## src/rtl/trigger_deadlock_recovery_ctrl.sv

```systemverilog
// Supervisory deadlock detector for the trigger core. It declares a deadlock after a
// programmable run of blocked cycles, pulses the core soft reset, checks the drain, and latches a fault.
module trigger_deadlock_recovery_ctrl #(
  parameter int AXIS_N        = 7,
  parameter int CNT_W         = 16,
  parameter int EVT_W         = 8,
  parameter int RST_CYCLES    = 16,
  parameter int SETTLE_CYCLES = 32,
  parameter int MAX_RETRY     = 3
) (
  input  logic              clock,
  input  logic              reset_n,
  input  logic              enable,
  input  logic [CNT_W-1:0]  threshold,
  input  logic              clear,
  input  logic              block_in,
  input  logic [AXIS_N-1:0] axis_block_sigs,
  output logic              core_soft_rst_n,
  output logic              irq,
  output logic              fault,
  output logic [2:0]        state,
  output logic [EVT_W-1:0]  deadlock_events,
  output logic [AXIS_N-1:0] block_mask
);

  localparam int RST_W = $clog2(RST_CYCLES + 1);
  localparam int STL_W = $clog2(SETTLE_CYCLES + 1);
  localparam int RTY_W = $clog2(MAX_RETRY + 1);

  typedef enum logic [2:0] {
    S_IDLE    = 3'd0,
    S_ARMED   = 3'd1,
    S_SUSPECT = 3'd2,
    S_RECOVER = 3'd3,
    S_DRAIN   = 3'd4,
    S_FAULT   = 3'd5
  } state_t;

  state_t             r_state,       w_state_nxt;
  logic [CNT_W-1:0]   r_stall_cnt,   w_stall_cnt_nxt;
  logic [RST_W-1:0]   r_rst_cnt,     w_rst_cnt_nxt;
  logic [STL_W-1:0]   r_settle_cnt,  w_settle_cnt_nxt;
  logic [RTY_W-1:0]   r_retry_cnt,   w_retry_cnt_nxt;
  logic               r_dis_pend,    w_dis_pend_nxt;
  logic               r_core_rst_n,  w_core_rst_n_nxt;
  logic               r_irq,         w_irq_nxt;
  logic               r_fault,       w_fault_nxt;
  logic [EVT_W-1:0]   r_events,      w_events_nxt;
  logic [AXIS_N-1:0]  r_mask,        w_mask_nxt;

  logic               w_declare;
  logic [CNT_W-1:0]   w_thr_eff;
  logic [CNT_W:0]     w_stall_inc;

  // A zero threshold behaves like one; the extra bit keeps the compare safe at full scale.
  assign w_thr_eff   = (threshold == '0) ? CNT_W'(1) : threshold;
  assign w_stall_inc = {1'b0, r_stall_cnt} + (CNT_W+1)'(1);

  always_comb begin
    // NOTE: every next-state value is defaulted to its current value first, so no path
    // through the case statement can leave a signal unassigned and infer a latch.
    w_state_nxt      = r_state;
    w_stall_cnt_nxt  = r_stall_cnt;
    w_rst_cnt_nxt    = r_rst_cnt;
    w_settle_cnt_nxt = r_settle_cnt;
    w_retry_cnt_nxt  = r_retry_cnt;
    w_dis_pend_nxt   = r_dis_pend;
    w_core_rst_n_nxt = r_core_rst_n;
    w_irq_nxt        = r_irq;
    w_fault_nxt      = r_fault;
    w_events_nxt     = r_events;
    w_mask_nxt       = r_mask;
    w_declare        = 1'b0;

    unique case (r_state)
      S_IDLE: begin
        if (enable) w_state_nxt = S_ARMED;
      end
      S_ARMED: begin
        if (!enable) begin
          w_state_nxt = S_IDLE;
        end else if (block_in) begin
          if (w_thr_eff == CNT_W'(1)) begin
            w_declare = 1'b1;
          end else begin
            w_state_nxt     = S_SUSPECT;
            w_stall_cnt_nxt = CNT_W'(1);
          end
        end
      end
      S_SUSPECT: begin
        if (!enable) begin
          w_state_nxt     = S_IDLE;
          w_stall_cnt_nxt = '0;
        end else if (!block_in) begin
          w_state_nxt     = S_ARMED;
          w_stall_cnt_nxt = '0;
        end else if (w_stall_inc >= {1'b0, w_thr_eff}) begin
          w_declare = 1'b1;
        end else begin
          w_stall_cnt_nxt = w_stall_inc[CNT_W-1:0];
        end
      end
      S_RECOVER: begin
        if (r_rst_cnt == RST_W'(RST_CYCLES - 1)) begin
          w_state_nxt      = S_DRAIN;
          w_rst_cnt_nxt    = '0;
          w_core_rst_n_nxt = 1'b1;
        end else begin
          w_rst_cnt_nxt = r_rst_cnt + RST_W'(1);
        end
      end
      S_DRAIN: begin
        if (!enable) w_dis_pend_nxt = 1'b1;
        if (block_in) begin
          w_settle_cnt_nxt = '0;
          w_core_rst_n_nxt = 1'b0;
          if (r_retry_cnt == RTY_W'(MAX_RETRY)) begin
            w_state_nxt    = S_FAULT;
            w_fault_nxt    = 1'b1;
            w_dis_pend_nxt = 1'b0;
          end else begin
            w_state_nxt     = S_RECOVER;
            w_retry_cnt_nxt = r_retry_cnt + RTY_W'(1);
            w_rst_cnt_nxt   = '0;
          end
        end else if (r_settle_cnt == STL_W'(SETTLE_CYCLES - 1)) begin
          // A disable seen at any point during the drain takes effect only once it settles.
          w_state_nxt      = (r_dis_pend || !enable) ? S_IDLE : S_ARMED;
          w_settle_cnt_nxt = '0;
          w_retry_cnt_nxt  = '0;
          w_dis_pend_nxt   = 1'b0;
        end else begin
          w_settle_cnt_nxt = r_settle_cnt + STL_W'(1);
        end
      end
      S_FAULT: begin
        w_core_rst_n_nxt = 1'b0;
        w_fault_nxt      = 1'b1;
        if (clear) begin
          w_state_nxt      = S_IDLE;
          w_core_rst_n_nxt = 1'b1;
          w_fault_nxt      = 1'b0;
          w_stall_cnt_nxt  = '0;
          w_rst_cnt_nxt    = '0;
          w_settle_cnt_nxt = '0;
          w_retry_cnt_nxt  = '0;
          w_dis_pend_nxt   = 1'b0;
        end
      end
      default: w_state_nxt = S_IDLE;
    endcase

    // A declaration on the same edge as clear wins and restarts the event count at one.
    if (w_declare) begin
      w_state_nxt      = S_RECOVER;
      w_mask_nxt       = axis_block_sigs;
      w_stall_cnt_nxt  = '0;
      w_rst_cnt_nxt    = '0;
      w_retry_cnt_nxt  = r_retry_cnt + RTY_W'(1);
      w_core_rst_n_nxt = 1'b0;
      w_irq_nxt        = 1'b1;
      if (clear)                w_events_nxt = EVT_W'(1);
      else if (r_events != '1)  w_events_nxt = r_events + EVT_W'(1);
    end else if (clear) begin
      w_irq_nxt    = 1'b0;
      w_events_nxt = '0;
    end
  end

  // NOTE: sequential state uses non-blocking assignments so every register samples the
  // values from before the edge, independent of statement order.
  always_ff @(posedge clock or negedge reset_n) begin
    if (!reset_n) begin
      r_state      <= S_IDLE;
      r_stall_cnt  <= '0;
      r_rst_cnt    <= '0;
      r_settle_cnt <= '0;
      r_retry_cnt  <= '0;
      r_dis_pend   <= 1'b0;
      r_core_rst_n <= 1'b1;
      r_irq        <= 1'b0;
      r_fault      <= 1'b0;
      r_events     <= '0;
      r_mask       <= '0;
    end else begin
      r_state      <= w_state_nxt;
      r_stall_cnt  <= w_stall_cnt_nxt;
      r_rst_cnt    <= w_rst_cnt_nxt;
      r_settle_cnt <= w_settle_cnt_nxt;
      r_retry_cnt  <= w_retry_cnt_nxt;
      r_dis_pend   <= w_dis_pend_nxt;
      r_core_rst_n <= w_core_rst_n_nxt;
      r_irq        <= w_irq_nxt;
      r_fault      <= w_fault_nxt;
      r_events     <= w_events_nxt;
      r_mask       <= w_mask_nxt;
    end
  end

  assign core_soft_rst_n = r_core_rst_n;
  assign irq             = r_irq;
  assign fault           = r_fault;
  assign state           = r_state;
  assign deadlock_events = r_events;
  assign block_mask      = r_mask;

endmodule

```

## config.mk

```make
export PLATFORM = sky130hd
export DESIGN_NAME = trigger_deadlock_recovery_ctrl
export DESIGN_NICKNAME = d
export VERILOG_FILES = /design/src/rtl/trigger_deadlock_recovery_ctrl.sv
export SDC_FILE = /design/constraint.sdc
export NUM_CORES = 1
export LEC_CHECK = 0
export CAP_MARGIN = 15
export CORE_MARGIN = 5
export CORE_UTILIZATION = 49
export CTS_CLUSTER_SIZE = 20
export DETAILED_ROUTE_END_ITERATION = 6
export HOLD_SLACK_MARGIN = 0.03
export PLACE_DENSITY = 0.76
export SETUP_SLACK_MARGIN = 0.05
export SLEW_MARGIN = 20
export SYNTH_ARGS = -nofsm -noshare
export SYNTH_HDL_FRONTEND = slang
export SYNTH_SLANG_ARGS = --single-unit
```

## constraint.sdc

```tcl
create_clock -name clock -period 2.9 [get_ports clock]
set_clock_uncertainty 0.1 [all_clocks]
set_input_delay 0.58 -clock clock [delete_from_list [all_inputs] [get_ports clock]]
set_output_delay 0.58 -clock clock [all_outputs]
set_load 0.03 [all_outputs]
```

## Word-level counts from Yosys, hierarchy flattened

Index checks and enable logic that the tools add are counted.

- Magnitude comparators: 1
- Multiplexer cells: 67
- Equal/unequal tests: 27
- Reductions and logical operators: 18
- Add/subtract/negate cells: 5

Operator list:

| operator | count |
|---|---|
| 16-bit two-way mux | 9 |
| 16-bit case mux with 3 select lines | 1 |
| 3-bit two-way mux | 12 |
| 8-bit two-way mux | 4 |
| 5-bit two-way mux | 5 |
| 3-bit != test (second input constant) | 8 |
| 1-bit two-way mux | 20 |
| 4-bit != test (second input constant) | 5 |
| 6-bit two-way mux | 3 |
| 3-bit case mux with 6 select lines | 1 |
| 16-bit by 1-bit adder with 17-bit output (second input constant) | 1 |
| 17-bit by 16-bit greater-or-equal comparator with 1-bit output | 1 |
| 16-bit by 1-bit equality test with 1-bit output (second input constant) | 1 |
| 16-bit logical NOT | 1 |
| 5-bit case mux with 3 select lines | 1 |
| 6-bit case mux with 2 select lines | 1 |
| 2-bit two-way mux | 5 |
| 8-bit by 1-bit adder with 8-bit output (second input constant) | 1 |
| 8-bit != test (second input constant) | 1 |
| 4-bit AND reduction | 2 |
| 4-bit nonzero test | 2 |
| 7-bit AND reduction | 1 |
| 6-bit by 1-bit adder with 6-bit output (second input constant) | 1 |
| 3-bit by 2-bit equality test with 1-bit output (second input constant) | 2 |
| other kinds (20) | 29 |

- Register bits: 51
- Output and inout port bits: 21
- Word-level logic and storage cells: 129
- Input port bits: 28

## Longest topological paths before layout

- Word-level depth: 9
- Gate-level depth with buffers: 16
- Gate-level depth less buffers: 14

## Worst setup path after synthesis

No wires, ideal clock.

- Path type: register to register
- Start point: register r_stall_cnt[2]
- End point: register r_events[3], in the netlist deadlock_events[3]
- Stages on the path, launching flop included: 14
- Arrival: 3.056 ns
- Required time: 2.722 ns
- Setup slack: -0.334 ns
- Cell sequence: dfrtp_1 -> and3_1 -> and3_1 -> nand3_1 -> nor2_1 -> nand2_1 -> xnor2_1 -> ha_1 -> nand3_1 -> nor3_2 -> a22oi_2 -> a21o_4 -> or4_1 -> a21oi_1

- Longest elaborated chain between the ends: 8

Ends and longest elaborated chain:

| item | line | RTL |
|---|---|---|
| start: declaration | 40 | `logic [CNT_W-1:0] r_stall_cnt, w_stall_cnt_nxt;` |
| start signal: assignment | 188 | `r_stall_cnt <= w_stall_cnt_nxt;` |
| 16-bit by 1-bit adder with 17-bit output (*) | 57 | `assign w_stall_inc = {1'b0, r_stall_cnt} + (CNT_W+1)'(1);` |
| 17-bit by 16-bit greater-or-equal comparator with 1-bit output (*) | 98 | `end else if (w_stall_inc >= {1'b0, w_thr_eff}) begin` |
| 1-bit two-way mux (*) | 98 |  |
| 1-bit two-way mux (*) | 95 | `end else if (!block_in) begin` |
| 1-bit two-way mux (*) | 92 | `if (!enable) begin` |
| 1-bit case mux with 2 select lines (*) | 75 | `unique case (r_state)` |
| 2-bit nonzero test (no line) | n/a |  |
| 2-bit AND reduction (no line) | n/a |  |
| end signal: assignment | 196 | `r_events <= w_events_nxt;` |
| end: declaration | 48 | `logic [EVT_W-1:0] r_events, w_events_nxt;` |

Every way passes the cells marked *; elsewhere a longest branch is shown, timed or not.
A chain may end at the register's enable or synchronous reset.

## Worst setup path after layout

- Start point: register r_stall_cnt[4]
- End point: register r_events[3], in the netlist deadlock_events[3]

The elaborated chain is that of the path after synthesis.

==> impl_results.md <==
* Kind of critical path: flop to flop
* R2R depth at 14
* CP Capture Type: flop
* Most used DFF post-synth: dfrtp_1
* Worst VDD drop at 0.000553 V
* CTS tree: done
* # diodes at 0
* Final cell count without fillers at 562
* CP startpoint kind: flop
* Total vias in the final route at 3254
* Layout cells sized above 1 at 0.315
* H-tree lvl count at 2
* Worst-path fanout max at 6
* GRT Util Overall at 0.213
* Worst hold slack at 0.271 ns
* Pre-CTS setup slack at -0.553 ns
* Yosys top cell area share at 0.379
* Num ports at 49
* Grt total ovfl at 0
* Max_cap viols at 0
* Post-synth top cells: 65 x nand2_1, 50 x dfrtp_1, 27 x a21oi_1, 21 x ha_1
* Worst-Margin Slew at 1.04 ns
* Design Power at 2.97 mW
* Slew margin rel. at 0.299
* Worst path arrival time at 3.26 ns
* Worst Hold Class: input pin to asynchronous set/reset pin
* Static leakage at 2.33 nW
* IO Port Bufs at 48
* Die area at 8490 um^2
* Initial DRC count at 261
* Fin nets at 530
* Antenna violations before repair at 0
* Status: complete, but fails checks
* CTS Buf Count at 5
* Maximum root-to-sink buffer count at 2
* Area leader, netlist: dfrtp_1
* Final Cycle Share at 1.07
* Final wirelength at 9270 um
* Final setup violation count at 42
* Sequential share of the synthesized area at 0.386
* Wirelength per Cell at 16.5 um
* #FFs+latches synth at 51
* Area delta synth->final at 45.8%
* Reg clk slew, reported paths at 0.11 ns
* Vias in the first global route at 3208
* Synthesized area at 3310 um^2
* Die W at 92.1 um
* Final Hold Viols at 0
* First-pass GRT wire length at 14800 um
* Sw Share at 0.401
* Final instance area at 4820 um^2
* Layout Utilization at 0.721
* Root buf cell: clkbuf_8
* Internal at 1.78 mW
* Power per cell area at 616 nW/um^2
* Slew Limit Fails at 0
* EDFF count, synth at 0
* Number of library cell types mapped by synthesis at 62
* CTS sink cnt at 51
* Fmax at 322 MHz
* Core area at 6680 um^2
* FP Rows at 30
* Asr flop ratio synth at 1.00
* DRT antenna net count at 0
* Unrepaired setup endpoints after global routing: yes
* Initial Util at 0.495
* Minimum clock period at 3.11 ns
* Seq pwr share at 0.332
* Clock Latency Late Sink at 0.31 ns
* YS warnings at 0
* Final WS setup at -0.208 ns
* Placed Instances at 536
* Logic gate share of total power at 0.494
* Net Sw Power at 1.19 mW
* Syn nets at 425
* Die Y at 92.1 um
* GPL Wtd Cong at 0.871
* Top post-synthesis cells by area: dfrtp_1 38%, ha_1 7.9%, nand2_1 7.4%, a21oi_1 4.1%, o21ai_0 2.9%
* Syn_area_per_cell at 8.79 um^2
* Post-route DRC violation count at 0
* TNS Setup at -5.41 ns
* Req. time, crit path at 3.05 ns
* Cells after Synth at 376
* Largest net degree at the start of global routing at 52
* Area post-placement at 4210 um^2
* Power share of the clock group at 0.174
* Vias per cell at 5.79
* Most common cell in the netlist: nand2_1
* Pre-antenna DRT Iters at 4
* Final HPWL DP at 6020 um
* Violated checks: negative setup slack
## cells by family (layout without fill, tap and decap cells)
logic type | Yosys count | after routing | synth area share
and+or+nand+nor | 153 | 153 | 0.229
AOI/OAI and AO/OA | 108 | 108 | 0.231
DFF | 51 | 51 | 0.386
buffers and inverters | 34 | 140 | 0.0484
adders and majority gates | 21 | 21 | 0.0795
xor gates and xnor gates | 7 | 7 | 0.0185
muxes | 2 | 2 | 0.00681
## cells in the final DEF (no fill, tap or decap), types with 12 or more instances in the layout
cell	n
a21o_1	12
a21oi_1	16
buf_4	51
clkdlybuf4s50_1	47
dfrtp_1	50
ha_1	18
inv_1	20
nand2_1	51
nand2_2	14
nor2_1	15
o21ai_0	14
## power groups by stage
stage,Sequential [mW],Combinational [mW],Clock [mW]
global route,1.00,1.59,0.549
floorplan,1.15,0.679,0
global placement,0.975,1.30,0
finish,0.985,1.47,0.516
detailed placement,0.986,1.33,0
CTS,0.976,1.41,0.522
## worst paths after layout
kind	slack, ns	endpoint	from
min reg2reg	0.39	irq	irq
min in group clock	0.39	irq	irq
max	-0.21	deadlock_events[3]	r_stall_cnt[4]
min	0.27	irq	reset_n
max reg2reg	-0.21	deadlock_events[3]	r_stall_cnt[4]
max in group asynchronous	2.00	r_stall_cnt[7]	reset_n
## sequential cells by signal (all words and copies together) (netlist names)
name	flops
r_rst_cnt	5
r_settle_cnt	6
block_mask	7
r_retry_cnt	2
state	3
core_soft_rst_n	1
r_stall_cnt	16
r_dis_pend	1
deadlock_events	8
fault	1
irq	1
## worst max-delay path, cell delays in order, from the launching register on
cell and delay, ns:
dfrtp_1 0.36, and3_4 0.21, and3_4 0.19, nand3_4 0.08, nor2_4 0.18, nand2_2 0.09
xnor2_2 0.15, ha_1 0.30, nand2_2 0.08, o21a_1 0.18, o21ai_2 0.18, a31oi_4 0.08
a21o_4 0.27, or4_4 0.48, a21oi_2 0.13
## what timing repair did
action	in CTS	in global routing
gates resized for setup	40	42
hold buffers	0	0
setup buffers	13	5
pin swaps	28	34
hold endpoints to repair	0	0
endpoints found under the setup margin	43	43
## area by class of cell
type | count | area [um^2]
multi-input cells | 291 | 2230
fillers | 465 | 1860
flip-flops and latches | 51 | 1280
repair buffers | 111 | 1020
well taps | 80 | 100
inverters | 21 | 78.8
clock buffers | 5 | 68.8
clock inverters | 3 | 46.3
## layer usage
layer / vias up / wire length (um) / global-route usage / share of wire
met5: - / 0 / 0 / 0
li1: 1553 / - / - / -
met3: 21 / 488 / 0.0451 / 0.053
met1: 1592 / 3720 / 0.264 / 0.40
met2: 88 / 4870 / 0.369 / 0.53
met4: 0 / 189 / 0.0656 / 0.020
(Power assumes the default switching activity.)
